==> config.mk <==
export PLATFORM = sky130hd
export DESIGN_NAME = ysyx_25060170_wbu
export DESIGN_NICKNAME = d
export VERILOG_FILES = /design/src/rtl/ysyx_25060170_wbu.sv
export SDC_FILE = /design/constraint.sdc
export NUM_CORES = 1
export LEC_CHECK = 0
export BUFFER_PORTS_ARGS = -buffer_cell sky130_fd_sc_hd__buf_2
export CAP_MARGIN = 20
export CORE_UTILIZATION = 57
export CTS_BUF_LIST = sky130_fd_sc_hd__clkbuf_16
export DETAILED_ROUTE_END_ITERATION = 10
export PLACE_DENSITY = 0.88
export SLEW_MARGIN = 40
export SYNTH_ARGS = -nofsm -noshare
export SYNTH_HDL_FRONTEND = slang
export SYNTH_SLANG_ARGS = --single-unit
==> constraint.sdc <==
create_clock -name clk -period 2.9 [get_ports clk]
set_input_delay 0.145 -clock clk [delete_from_list [all_inputs] [get_ports clk]]
set_output_delay 0.145 -clock clk [all_outputs]
set_load 0.05 [all_outputs]
==> src/rtl/ysyx_25060170_wbu.sv <==
// Write-back unit: captures one LSU result, writes the GPR in WRITE, then retires it to the IFU in COMMIT.
// Optional retire counter enabled by defining YSYX_25060170_WBU_RETIRE_CNT_EN.
module ysyx_25060170_wbu #(
  parameter int XLEN = 32
) (
  input  logic            clk,
  input  logic            rst,
  input  logic            in_valid,
  output logic            in_ready,
  input  logic [XLEN-1:0] in_pc,
  input  logic [4:0]      in_rd,
  input  logic            in_rd_we,
  input  logic [1:0]      in_wb_sel,
  input  logic [XLEN-1:0] in_alu,
  input  logic [XLEN-1:0] in_load,
  input  logic [XLEN-1:0] in_csr,
  input  logic [2:0]      in_ld_type,
  input  logic [1:0]      in_addr_lo,
  output logic            GPR_we,
  output logic [4:0]      GPR_writer,
  output logic [XLEN-1:0] GPR_wd,
  output logic            commit_valid,
  input  logic            commit_ready,
  output logic [XLEN-1:0] commit_pc,
`ifdef YSYX_25060170_WBU_RETIRE_CNT_EN
  output logic [63:0]     retire_cnt,
`endif
  output logic [1:0]      dbg_state
);

  // Handshakes: a transfer happens on a rising edge where valid && ready are both 1;
  // the sender holds its payload stable until then, and ready never depends on valid.

  typedef enum logic [1:0] {
    S_IDLE   = 2'd0,
    S_WRITE  = 2'd1,
    S_COMMIT = 2'd2
  } state_t;

  state_t state, state_nxt;

  logic [XLEN-1:0] r_pc, r_alu, r_load, r_csr;
  logic [4:0]      r_rd;
  logic            r_rd_we;
  logic [1:0]      r_wb_sel;
  logic [2:0]      r_ld_type;
  logic [1:0]      r_addr_lo;

  logic            accept;
  logic [XLEN-1:0] ld_sh;
  logic [XLEN-1:0] ld_data;
  logic [XLEN-1:0] wd;

  assign in_ready  = (state == S_IDLE);
  assign accept    = in_valid && in_ready;
  assign dbg_state = state;

  always_ff @(posedge clk or negedge rst) begin
    if (!rst) begin
      state <= S_IDLE;
    end else begin
      state <= state_nxt;
    end
  end

  always_comb begin
    state_nxt = state;
    case (state)
      S_IDLE:   if (accept) state_nxt = S_WRITE;
      S_WRITE:  state_nxt = S_COMMIT;
      S_COMMIT: if (commit_ready) state_nxt = S_IDLE;
      default:  state_nxt = S_IDLE;
    endcase
  end

  always_ff @(posedge clk or negedge rst) begin
    if (!rst) begin
      r_pc      <= '0;
      r_alu     <= '0;
      r_load    <= '0;
      r_csr     <= '0;
      r_rd      <= '0;
      r_rd_we   <= 1'b0;
      r_wb_sel  <= '0;
      r_ld_type <= '0;
      r_addr_lo <= '0;
    end else if (accept) begin
      r_pc      <= in_pc;
      r_alu     <= in_alu;
      r_load    <= in_load;
      r_csr     <= in_csr;
      r_rd      <= in_rd;
      r_rd_we   <= in_rd_we;
      r_wb_sel  <= in_wb_sel;
      r_ld_type <= in_ld_type;
      r_addr_lo <= in_addr_lo;
    end
  end

  // Sub-word loads arrive word-aligned; bring the addressed byte/half down to bit 0.
  assign ld_sh = r_load >> {r_addr_lo, 3'b000};

  always_comb begin
    ld_data = '0;
    case (r_ld_type)
      3'b000:  ld_data = {{(XLEN-8){ld_sh[7]}}, ld_sh[7:0]};
      3'b001:  ld_data = {{(XLEN-16){ld_sh[15]}}, ld_sh[15:0]};
      3'b010:  ld_data = r_load;
      3'b100:  ld_data = {{(XLEN-8){1'b0}}, ld_sh[7:0]};
      3'b101:  ld_data = {{(XLEN-16){1'b0}}, ld_sh[15:0]};
      default: ld_data = '0;
    endcase
  end

  always_comb begin
    wd = '0;
    case (r_wb_sel)
      2'b00:   wd = r_alu;
      2'b01:   wd = ld_data;
      2'b10:   wd = r_pc + XLEN'(4);
      2'b11:   wd = r_csr;
      default: wd = '0;
    endcase
  end

  always_comb begin
    GPR_we       = 1'b0;
    GPR_writer   = '0;
    GPR_wd       = '0;
    commit_valid = 1'b0;
    commit_pc    = '0;
    if (state == S_WRITE) begin
      GPR_we     = r_rd_we && (r_rd != 5'd0);
      GPR_writer = r_rd;
      GPR_wd     = wd;
    end
    if (state == S_COMMIT) begin
      commit_valid = 1'b1;
      commit_pc    = r_pc;
    end
  end

`ifdef YSYX_25060170_WBU_RETIRE_CNT_EN
  always_ff @(posedge clk or negedge rst) begin
    if (!rst) begin
      retire_cnt <= '0;
    end else if (state == S_COMMIT && commit_ready) begin
      retire_cnt <= retire_cnt + 64'd1;
    end
  end
`endif

endmodule

## Word-level counts from Yosys, hierarchy flattened

Index checks and enable logic that the tools add are counted.

- Flip-flop bits (word level): 143
- Bits of input ports: 145
- Output and inout bits: 74

- Add/subtract/negate cells: 1
- Equality and inequality tests: 11
- Shift-type cells: 1
- Multiplexer cells: 10
- Reduce and logical (&&, ||, !) cells: 7

Operators by type and width:

| cell | number |
|---|---|
| $pmux 32 s5 | 1 |
| $pmux 32 s4 | 1 |
| $mux 32 | 2 |
| $add 32x3->32 const B | 1 |
| $shr 32x5->16 | 1 |
| $eq 2x2->1 const B | 3 |
| $eq 3x3->1 const B | 2 |
| $pmux 2 s3 | 1 |
| $mux 5 | 1 |
| $reduce_bool 5->1 | 1 |
| $eq 2x1->1 const B | 2 |
| $logic_not 2->1 | 2 |
| $mux 2 | 2 |
| $eq 3x1->1 const B | 1 |
| $eq 3x2->1 const B | 1 |
| $logic_not 3->1 | 1 |
| $logic_and 1x1->1 | 2 |
| $mux 1 | 2 |
| $ne 2x1->1 const B | 1 |
| $ne 2x2->1 const B | 1 |
| $reduce_and 2->1 | 1 |

## Longest topological paths before layout

Gate-level depths: netlist (run 1).

- Depth after elaboration: 4
- Depth in mapped cells: 8
- Gate-level depth less buffers: 6

## Least setup slack after synthesis (run 1)

No wires, ideal clock.

- Path kind: register to output
- Start: reg state[0], in the netlist dbg_state[0]
- End: out GPR_wd[10]
- Arrival time: 2.698 ns
- Data required time: 2.755 ns
- Path slack: 0.057 ns
- Stages on the path, launching flop included: 7
- Buffers on the path: 2
- Path through: dfrtp_1 -> nor2b_1 -> clkbuf_1 -> o21ai_0 -> or2_2 -> clkbuf_1 -> o21ai_0

- Word-level cells in the longest chain between the ends: 2

Ends and longest elaborated chain:

| what | RTL line | source |
|---|---|---|
| from (decl) | 40 | `state_t state, state_nxt;` |
| from (signal assigned) | 62 | `state <= state_nxt;` |
| $eq 2x1->1 | 132 | `if (state == S_WRITE) begin` |
| $mux 32 | 132 |  |
| to (decl) | 21 | `output logic [XLEN-1:0] GPR_wd,` |

Every way passes these cells.

## Worst setup path in the final report (run 1)

- Start: reg r_pc[13]
- End: out GPR_wd[20]

- Word-level cells in the longest chain between the ends: 3

Ends and longest elaborated chain:

| what | RTL line | source |
|---|---|---|
| from (decl) | 42 | `logic [XLEN-1:0] r_pc, r_alu, r_load, r_csr;` |
| from (signal assigned) | 88 | `r_pc <= in_pc;` |
| $add 32x3->32 | 120 | `2'b10: wd = r_pc + XLEN'(4);` |
| $pmux 32 s4 | 117 | `case (r_wb_sel)` |
| $mux 32 | 132 |  |

Every way passes these cells.

==> results of run 1 <==
-- flip-flops by register name, summed over array words and instances (netlist names), 2 cells and up --
signal,count
r_rd,5
r_ld_type,3
r_load,32
r_alu,32
r_csr,32
r_pc,32
dbg_state,2
r_wb_sel,2
r_addr_lo,2
-- cell type report --
| type | count | area [um2] |
|---|---|---|
| well taps | 180 | 225 |
| repair buffers | 392 | 2820 |
| inverters | 8 | 30.0 |
| flip-flops and latches | 143 | 3590 |
| clock buffers | 17 | 425 |
| multi-input cells | 550 | 4240 |
| diodes | 1 | 2.50 |
| clock inverters | 13 | 173 |
| fillers | 745 | 2320 |
-- routing by layer --
metal / wire (um) / share of wire [%]
met5: 0 / 0
met4: 1810 / 6.0
met3: 2790 / 9.3
met2: 14800 / 49
met1: 10500 / 35
-- through the flow --
step                      setup slack, ns  utilization [%]  std cells  area, um2  hold slack [ns]
after detailed placement            0.333             67.5       1126       9330            0.157
final                             -0.0595             83.2       1304      11500            0.218
after global routing               -0.128             83.2       1304      11500            0.233
after CTS                         0.00146             82.3       1299      11400            0.210
after global placement              0.383             67.5       1126       9330            0.158
after floorplan                    0.0573                -        766       8050           -0.151
-- kinds of logic after synthesis --
group,Yosys count
AO/OA/AOI/OAI,181
buffers and inverters,73
AND/OR/NAND/NOR,203
adder cells (fa/ha/maj),1
multiplexers,151
flip-flops,143
XOR/XNOR,14
-- worst min-delay path by stage --
stage               startpoint                       end
floorplan                  rst  dbg_state[0]$_DFFE_PN0P_
global placement           rst      r_csr[1]$_DFFE_PN0P_
detailed placement         rst     r_load[1]$_DFFE_PN0P_
CTS                   in_valid  dbg_state[0]$_DFFE_PN0P_
global route          in_valid  dbg_state[0]$_DFFE_PN0P_
finish                in_valid  dbg_state[0]$_DFFE_PN0P_
-- synthesized netlist by cell type (7+ instances only) --
library cell / instances / area, um2
a211oi_1: 7 / 52.6
a21oi_1: 42 / 210
a221oi_1: 8 / 70.1
a31oi_1: 10 / 62.6
and2_1: 42 / 263
buf_2: 13 / 65.1
clkbuf_1: 46 / 173
dfrtp_1: 143 / 3580
inv_1: 8 / 30.0
mux2_2: 139 / 1570
mux2i_1: 11 / 110
nand2_1: 60 / 225
nand3_1: 18 / 90.1
nor2_1: 18 / 67.6
nor2b_1: 13 / 81.3
nor4_1: 8 / 50.1
o21ai_0: 43 / 215
o22ai_1: 7 / 43.8
o31ai_1: 9 / 67.6
or4_1: 9 / 67.6
xnor2_1: 9 / 78.8
-- critical path, delay by kind of cell (launching register included) --
kind            cells  cell delay, ns
simple gates        3            1.01
buf+inv             2            0.49
flops               1            0.45
compound gates      2            0.41
-- layout by cell type, fill, tap and decap left out, drive strengths merged, types with 13 or more instances in the layout --
cell type,count
clkbuf,20
nand3,18
buf,246
o21ai,44
dlygate4sd3,143
nor2b,13
mux2,139
dfrtp,143
and2,43
nor2,18
a21oi,42
nand2,60
-- what timing repair did --
action,in CTS,in global routing
resized for setup,5,30
gates cloned,0,0
pin swaps,0,1
hold buffers,143,0
buffers inserted,0,4
setup endpoints to repair,11,22
hold endpoints to repair,202,0
-- power by group --
| part | internal, mW | switching (mW) |
|---|---|---|
| Sequential | 3.03 | 1.30 |
| Combinational | 2.81 | 4.27 |
| Clock | 1.42 | 0.886 |
| Total | 7.26 | 6.46 |
==> summary.md, run 1 <==
| Metric | Value |
|---|---|
| Violated checks | negative setup slack |
| Most used routing layer | met2 |
| Core Rows | 43 |
| Crit path from | r_pc[13]$_DFFE_PN0P_ |
| Seq/Total Area, Yosys | between 40% and 50% |
| Via Count | 8277 |
| Total iterations of the first detailed-routing run | 6 |
| Crit path to | GPR_wd[20] |
| Die width | approximately 120 um |
| Crit. End Element | primary output |
| Worst Reg2Reg Path Length in Cells | 4 |
| Setup Total Neg Slack | -0.0595 ns |
| Relative slew slack | 59.8% |
| Vias in the first global route | between 8000 and 9000 |
| Clk_lat worst skew | 0.43 ns |
| Post-DP HPWL | 17.7 mm |
| Largest family of logic cells by synthesized area | multiplexers |
| First-pass GRT wire length | roughly 45 mm |
| Overflow after GRT | 0 |
| Reg2Reg Capture Point | r_load[15]$_DFFE_PN0P_ |
| Outcome | complete, but fails checks |
| VDD IR max | 0.801 mV |
| Nets@finish | roughly 1300 |
| Bufs on Longest Clock Path | 2 |
| Total track usage | 41.2% |
| Initial antenna violation count | 1 |
| Post-Syn Nets | 912 |
| Proportion of synthesized area in mux cells | 21.1% |
| Top FF cell, synth | dfrtp_1 |
| # DRC | 0 |
| FMAX | 0.338 GHz |
| RSZ-0062 raised after global routing | true |
| Largest net degree at the start of global routing | 84 |
| Power Dens Cells | 1190 nW/um2 |
| Worst path required time | 2.76 ns |
| Clock slew at reported path FFs | ~0.070 ns |
| Layout cells sized above 1 | 40.1% |
| Die area | 14600 um2 |
| Final slew viol count | 0 |
| Flop2flop setup slack | 0.75 ns |
| Simple-Gate Fraction of Synth Area | 13.6% |
| Area grow syn2layout | 43.0% |
| Crit path max-delay cell type | or4_1 |
| XOR/XNOR Fraction of Synth Area | 1.52% |
| I/O Pins | 219 |
| Die Y | 121 um |
| CP Cell Sequence | and4_2, nand4_4, buf_4, or4_1, a21oi_1, o31a_1, buf_2 |
| Async SR Flop Fraction | 100% |
| Fin. Hold Viols | 0 |
| Synth Area in Compound Gates | 15.1% |
| Port Buffer Count | 218 |
| GR met1 Demand/Resource | 48.0% |
| CP max stage delay | 0.50 ns |
| M3 GR Usage | 9.67% |
| Leak Pwr | 5.05 nW |
| Setup violators final | 1 |
| Via density per instance | 6.35 |
| PnR worst setup slack | -0.0595 ns |
| Max Cap Viol | 0 |
| H-Tree Depth | 4 |
| Cell variety after synth | 66 |
| Synth warn | 0 |
| Routed Antenna Nets | 0 |
| Mapped cell area | ~8000 um2 |
| Total wire length | around 30 mm |
| Synth Register Bits | 143 |
| TritonCTS clock tree | built |
| Synth Area per Inst | roughly 11 um2 |
| CTS buffer count | 17 |
| Pwr Total | between 10 and 15 mW |
| Data arrival, critical path | 2.81 ns |
| Root buffer cell | clkbuf_16 |
| WL per Instance | 23.0 um |
| Clk_skew | 0.0118 ns |
| Cells on Worst Hold Path | 2 |
| Period Utilization, post-route | 102% |
| Gate Count Post-Synth | 766 |
| Gp weighted congestion | 0.931 |
| Num Clock Sinks | between 100 and 150 |
| Initial drt markers | between 1000 and 1500 |
| Type of origin of the critical path | flop |
| Core Area | 13800 um2 |
| Hold Crit Class | in2reg |
| Critical path class | reg2out |
| Worst-margin pin slew | 0.603 ns |
| Adder-Cell Fraction of Synth Area | 0.155% |
| Initial Utilization | between 50 and 60% |
| Number of synthesized flops with an enable pin | 0 |
| CP Max Fanout | 13 |
| Fin crit period | approximately 3.0 ns |
| Crit Reg-Reg Startpoint | dbg_state[1]$_DFFE_PN0P_ |
| Met2 Use GR | 70.2% |
No activity file was read; power rests on OpenSTA's default activity.
==> run 2, diff against run 1 <==
Settings changed: CORE_MARGIN from default to 2, CORE_UTILIZATION 57 to 53, PLACE_DENSITY 0.88 to 0.83.
Clock period 2.9 ns to 3.25 ns, I/O delays scaled along.
==> summary.md, run 2 (synthesized netlist as in run 1, its figures left out) <==
| Metric | Value |
|---|---|
| Outcome | completed (was complete, but fails checks) |
| Clk_lat worst skew | 0.43 ns (about the same) |
| Area of the multi-input gates | 4180 um2 (was 4240 um2) |
| Die Y | 127 um (was 121 um) |
| Total wire length | 28.2 mm (was 29.9 mm) |
| Post-DP HPWL | 17.4 mm (was 17.7 mm) |
| Final slew viol count | 0 (unchanged) |
| RSZ-0062 raised after global routing | true (unchanged) |
| Relative slew slack | 53.0% (was 59.8%) |
| Type of origin of the critical path | flop (unchanged) |
| Fillers | 982 (was 745) |
| Fin. Hold Viols | 0 (unchanged) |
| Initial antenna violation count | 0 (was 1) |
| Antenna Cells | 0 (was 1) |
| Initial Utilization | 53.5% (was 58.2%) |
| FMAX | 0.321 GHz |
| Die area | 16200 um2 (was 14600 um2) |
| Root buffer cell | clkbuf_16 (unchanged) |
| Die width | 127 um (was 121 um) |
| Area grow syn2layout | 40.3% (was 43.0%) |
| Most common cell after layout, fill and taps aside | buf_2 (unchanged) |
| Bufs on Longest Clock Path | 2 (unchanged) |
| Nets@finish | 1242 (was 1258) |
| Worst path required time | 3.09 ns (was 2.76 ns) |
| Register area | 3580 um2 (was 3590 um2) |
| Placed Cells | 1126 (unchanged) |
| Pwr Total | 11.9 mW (was 13.7 mW) |
| Via density per instance | 6.05 (was 6.35) |
| Hold Crit Class | in2reg (unchanged) |
| Setup WS pre-CTS | 0.562 ns (was 0.333 ns) |
| Data arrival, critical path | 2.95 ns (was 2.81 ns) |
| Core Rows | 45 (was 43) |
| WL per Instance | 21.8 um (was 23.0 um) |
| Total track usage | 35.0% (was 41.2%) |
| Post-Layout Cell Count | 1295 (was 1304) |
| Num Clock Sinks | 143 (unchanged) |
| Layout cells sized above 1 | 38.1% (was 40.1%) |
| Max Cap Viol | 0 (unchanged) |
| Via Count | 7837 (was 8277) |
| TritonCTS clock tree | built (unchanged) |
| Overflow after GRT | 0 (unchanged) |
| I/O Pins | 219 (unchanged) |
| Initial drt markers | 943 (was 1096) |
| # DRC | 0 (unchanged) |
| PnR worst setup slack | 0.136 ns (was -0.0595 ns) |
| CTS buffer count | 17 (unchanged) |
| Critical path class | reg2out (unchanged) |
| Setup violators final | 0 (was 1) |
| Worst-margin pin slew | 0.706 ns (was 0.603 ns) |
| Period Utilization, post-route | 95.8% |
| First-pass GRT wire length | 43.5 mm (was 44.9 mm) |
| Most frequent cells in the layout | buf_2, dfrtp_1, mux2_2, dlygate4sd3_1, nand2_1 (was buf_2, dlygate4sd3_1, mux2_2) |
| Leak Pwr | 4.98 nW (was 5.05 nW) |
| Setup Total Neg Slack | 0 ns (was -0.0595 ns) |
| Port Buffer Count | 218 (unchanged) |
| Core Area | 15000 um2 (was 13800 um2) |
| H-Tree Depth | 4 (unchanged) |
| Final core utilization | 75.1% (was 83.2%) |
| VDD IR max | 0.646 mV (was 0.801 mV) |
| Vias in the first global route | 8164 (was 8381) |
| Gp weighted congestion | 0.958 (was 0.931) |
| Power Dens Cells | 1050 nW/um2 (was 1190 nW/um2) |
| Clock slew at reported path FFs | 0.06 ns (was 0.07 ns) |
| CP Max Fanout | 12 (was 13) |
| Fin crit period | 3.11 ns |
| Routed Antenna Nets | 0 (unchanged) |
| Clk_skew | 0.0128 ns (was 0.0118 ns) |
| Total iterations of the first detailed-routing run | 6 (unchanged) |
| Largest net degree at the start of global routing | 86 (was 84) |
| Crit. End Element | primary output (unchanged) |
## run 2: power breakdown
| part | switching [mW] | internal [mW] |
|---|---|---|
| clock network | 0.780 | 1.27 |
| registers | 1.12 | 2.69 |
| logic | 3.63 | 2.39 |
## run 2: worst max-delay path, stage by stage (launching register included)
cell and delay [ns]:
dfrtp_1 0.41, ha_1 0.25, nand3_1 0.41, or4_1 0.63, a32o_1 0.26, o22ai_1 0.23
buf_2 0.32
## run 2: cell type report
| type | instances | share of cell area, % |
|---|---|---|
| Clock buffer | 17 | 3.77 |
| Multi-Input combinational cell | 550 | 37.0 |
| Inverter | 8 | 0.266 |
| Sequential cell | 143 | 31.7 |
| Timing Repair Buffer | 376 | 23.7 |
| Tap cell | 188 | 2.08 |
| Clock inverter | 13 | 1.54 |
## run 2: stage by stage
stage / area, um2 / hold WS, ns
after global placement: 9280 / 0.266
after detailed placement: 9280 / 0.273
after CTS: 11300 / 0.000153
final: 11300 / 0.0144
after global routing: 11300 / 0.0118
after floorplan: 8050 / -0.133
## run 2: per-layer routing
metal / wire length, um / global-route usage (%) / up-vias
li1: - / - / 3478
met1: 10300 / 41.2 / 3831
met2: 14300 / 61.2 / 446
met3: 2440 / 7.75 / 82
met4: 1170 / 16.4 / 0
met5: 0 / 0 / -
## run 2: repair_timing
action | 4_1_cts | 5_1_grt
setup endpoints to repair | 0 | 4
buffers inserted | 0 | 0
hold buffers | 139 | 0
resized for setup | 0 | 3
hold endpoints to repair | 222 | 0
## run 2: path summary, 6_finish.rpt
kind	startpoint	to	slack [ns]	cells after the start
setup / recovery	r_pc[2]$_DFFE_PN0P_	GPR_wd[16]	0.14	6
hold / removal	in_alu[16]	r_alu[16]$_DFFE_PN0P_	0.01	2
setup reg to reg	dbg_state[1]$_DFFE_PN0P_	r_csr[17]$_DFFE_PN0P_	1.26	4
hold reg to reg	r_alu[11]$_DFFE_PN0P_	r_alu[11]$_DFFE_PN0P_	0.50	1
max in group asynchronous	rst	r_pc[25]$_DFFE_PN0P_	2.13	3
min in group asynchronous	rst	r_load[3]$_DFFE_PN0P_	0.35	2
==> run 3, diff against run 2 <==
Settings changed: CORE_ASPECT_RATIO from default to 1.25.
==> summary.md, run 3 (synthesized netlist as in run 1, its figures left out) <==
| Metric | Value |
|---|---|
| Power Dens Cells | 1050 nW/um2 (about the same) |
| WL per Instance | 22.0 um (was 21.8 um) |
| Relative slew slack | 50.1% (was 53.0%) |
| Register area | 3580 um2 (about the same) |
| Clk_skew | 0.0108 ns (was 0.0128 ns) |
| Crit path max-delay cell type | nor4_2 (was or4_1) |
| Vias in the first global route | 7942 (was 8164) |
| Hold Crit Class | in2reg (unchanged) |
| Initial antenna violation count | 2 (was 0) |
| CTS buffer count | 17 (unchanged) |
| Net load switching power | 5.57 mW (was 5.53 mW) |
| Fillers | 940 (was 982) |
| Critical path class | reg2out (unchanged) |
| Via Count | 7960 (was 7837) |
| Period Utilization, post-route | 95.1% (was 95.8%) |
| Critical path buffers and inverters | 1 (unchanged) |
| CP Max Fanout | 12 (unchanged) |
| Root buffer cell | clkbuf_16 (unchanged) |
| Bufs on Longest Clock Path | 2 (unchanged) |
| Clk_lat worst skew | 0.43 ns (about the same) |
| Via density per instance | 6.14 (was 6.05) |
| Core Rows | 50 (was 45) |
| First-pass GRT wire length | 43.6 mm (was 43.5 mm) |
| Type of origin of the critical path | flop (unchanged) |
| Fin crit period | 3.09 ns (was 3.11 ns) |
| CP Cell Sequence | ha_1, nand3_1, nor4_2, a311oi_1, o32ai_1, buf_2 (was ha_1, nand3_1, or4_1, a32o_1, o22ai_1, buf_2) |
| Max Cap Viol | 0 (unchanged) |
| Overflow after GRT | 0 (unchanged) |
| I/O Pins | 219 (unchanged) |
| Core Area | 14900 um2 (was 15000 um2) |
| Total track usage | 35.4% (was 35.0%) |
| Worst path required time | 3.09 ns (about the same) |
| Routed Antenna Nets | 0 (unchanged) |
| Fin. Hold Viols | 0 (unchanged) |
| Total wire length | 28.5 mm (was 28.2 mm) |
| Setup violators final | 0 (unchanged) |
| Layout cells sized above 1 | 38.0% (was 38.1%) |
| # DRC | 0 (unchanged) |
| CP top delay family | simple AND/OR/NAND/NOR gates (unchanged) |
| Final core utilization | 75.7% (was 75.1%) |
| Die Y | 142 um (was 127 um) |
| Die width | 114 um (was 127 um) |
| Crit. End Element | primary output (unchanged) |
| Clk network pwr share | 16.2% (was 17.2%) |
| TritonCTS clock tree | built (unchanged) |
| Setup Total Neg Slack | 0 ns (unchanged) |
| Final slew viol count | 0 (unchanged) |
| Total iterations of the first detailed-routing run | 5 (was 6) |
| Largest net degree at the start of global routing | 93 (was 86) |
| Internal power | 6.21 mW (was 6.35 mW) |
| Data arrival, critical path | 2.93 ns (was 2.95 ns) |
| Leak Pwr | 4.97 nW (was 4.98 nW) |
| VDD IR max | 0.566 mV (was 0.646 mV) |
| FMAX | 0.324 GHz (was 0.321 GHz) |
| Port Buffer Count | 218 (unchanged) |
| Combinational Power Share | 51.6% (was 50.6%) |
| Outcome | completed (unchanged) |
| Num Clock Sinks | 143 (unchanged) |
| RSZ-0062 raised after global routing | false (was true) |
| Switching Share | 47.3% (was 46.6%) |
| Worst-margin pin slew | 0.748 ns (was 0.706 ns) |
| Setup Buffers After CTS | 0 (unchanged) |
| Nets@finish | 1244 (was 1242) |
| Most common cell after layout, fill and taps aside | buf_2 (unchanged) |
| Gp weighted congestion | 0.917 (was 0.958) |
| Reg power frac | 32.2% (was 32.1%) |
| Area of the multi-input gates | 4170 um2 (was 4180 um2) |
| Post-DP HPWL | 17.8 mm (was 17.4 mm) |
| Initial drt markers | 748 (was 943) |
| H-Tree Depth | 4 (unchanged) |
| Clock slew at reported path FFs | 0.06 ns (about the same) |
| Most frequent cells in the layout | buf_2, dfrtp_1, dlygate4sd3_1 (was buf_2, dfrtp_1, mux2_2, dlygate4sd3_1, nand2_1) |
| Initial Utilization | 54.1% (was 53.5%) |
| CP max stage delay | 0.52 ns (was 0.63 ns) |
| Area grow syn2layout | 40.1% (was 40.3%) |
| Die area | 16200 um2 (about the same) |
## run 3: cell types whose count changed in the layout (fill, tap and decap cells not counted)
cell | previous run | this run
buf_4 | 16 | 17
bufinv_16 | 4 | 2
clkinv_1 | 2 | 3
clkinv_2 | 2 | 1
clkinv_4 | 2 | 3
clkinvlp_4 | 2 | 3
dfrtp_1 | 142 | 143
dfrtp_2 | 1 | 0
diode_2 | 0 | 3
dlygate4sd3_1 | 139 | 140
inv_6 | 0 | 2
o32ai_1 | 2 | 3
o32ai_2 | 1 | 0
## run 3: cell type report
class	instances	area share, %
multi-input combinational	550	37.0
sequential	143	31.7
timing repair buffer	378	23.9
clock buffer	17	3.77
tap	182	2.02
clock inverter	15	1.30
inverter	8	0.266
antenna	3	0.0666
## run 3: worst register-to-register path: stages, from the launching register on
cell and delay [ns]:
dfrtp_1 0.42, nor2_1 0.18, and2_4 0.20, buf_12 0.31, mux2_2 0.48
## run 3: final timing paths
path | start | endpoint | slack, ns | depth (start not counted)
worst min-delay path | in_csr[15] | r_csr[15]$_DFFE_PN0P_ | 0.02 | 2
worst max register to register | dbg_state[1]$_DFFE_PN0P_ | r_rd_we$_DFFE_PN0P_ | 1.53 | 4
max in group asynchronous | rst | r_csr[31]$_DFFE_PN0P_ | 2.10 | 3
worst min register to register | r_alu[22]$_DFFE_PN0P_ | r_alu[22]$_DFFE_PN0P_ | 0.51 | 1
worst max-delay path | r_pc[2]$_DFFE_PN0P_ | GPR_wd[26] | 0.16 | 6
min in group asynchronous | rst | r_csr[23]$_DFFE_PN0P_ | 0.37 | 2
## run 3: power by group through the flow
stage                     sequential [mW]  combinational [mW]  clock [mW]
after floorplan                      3.26                4.53           0
after global placement               3.65                5.70           0
after detailed placement             3.71                5.74           0
after CTS                            3.70                5.92        1.93
after global routing                 3.87                6.43        2.02
final                                3.79                6.08        1.91
## run 3: what timing repair did
action                                  4_1_cts  5_1_grt
hold endpoints to repair                    230        0
gates resized for setup                       0        1
hold buffers                                140        0
endpoints found under the setup margin        0        4
## run 3: metal layers
| metal | routed length [um] | part of all wire [%] | global-route usage (%) | vias to the layer above |
|---|---|---|---|---|
| met3 | 2220 | 7.8 | 8.54 | 145 |
| met4 | 1940 | 6.8 | 20.9 | 0 |
| met5 | 0 | 0 | 0 | - |
| li1 | - | - | - | 3488 |
| met1 | 10500 | 37 | 42.4 | 3812 |
| met2 | 13800 | 49 | 58.0 | 515 |
## run 3: through the flow
stage | instances | total power, mW | hold slack [ns] | area [um2] | setup WS [ns]
after floorplan | 766 | 7.79 | -0.133 | 8050 | 0.390
after global placement | 1121 | 9.35 | 0.302 | 9280 | 0.620
after detailed placement | 1121 | 9.45 | 0.320 | 9280 | 0.599
after CTS | 1293 | 11.5 | 0.0000914 | 11300 | 0.125
after global routing | 1295 | 12.3 | 0.0158 | 11300 | 0.0316
final | 1296 | 11.8 | 0.0159 | 11300 | 0.161
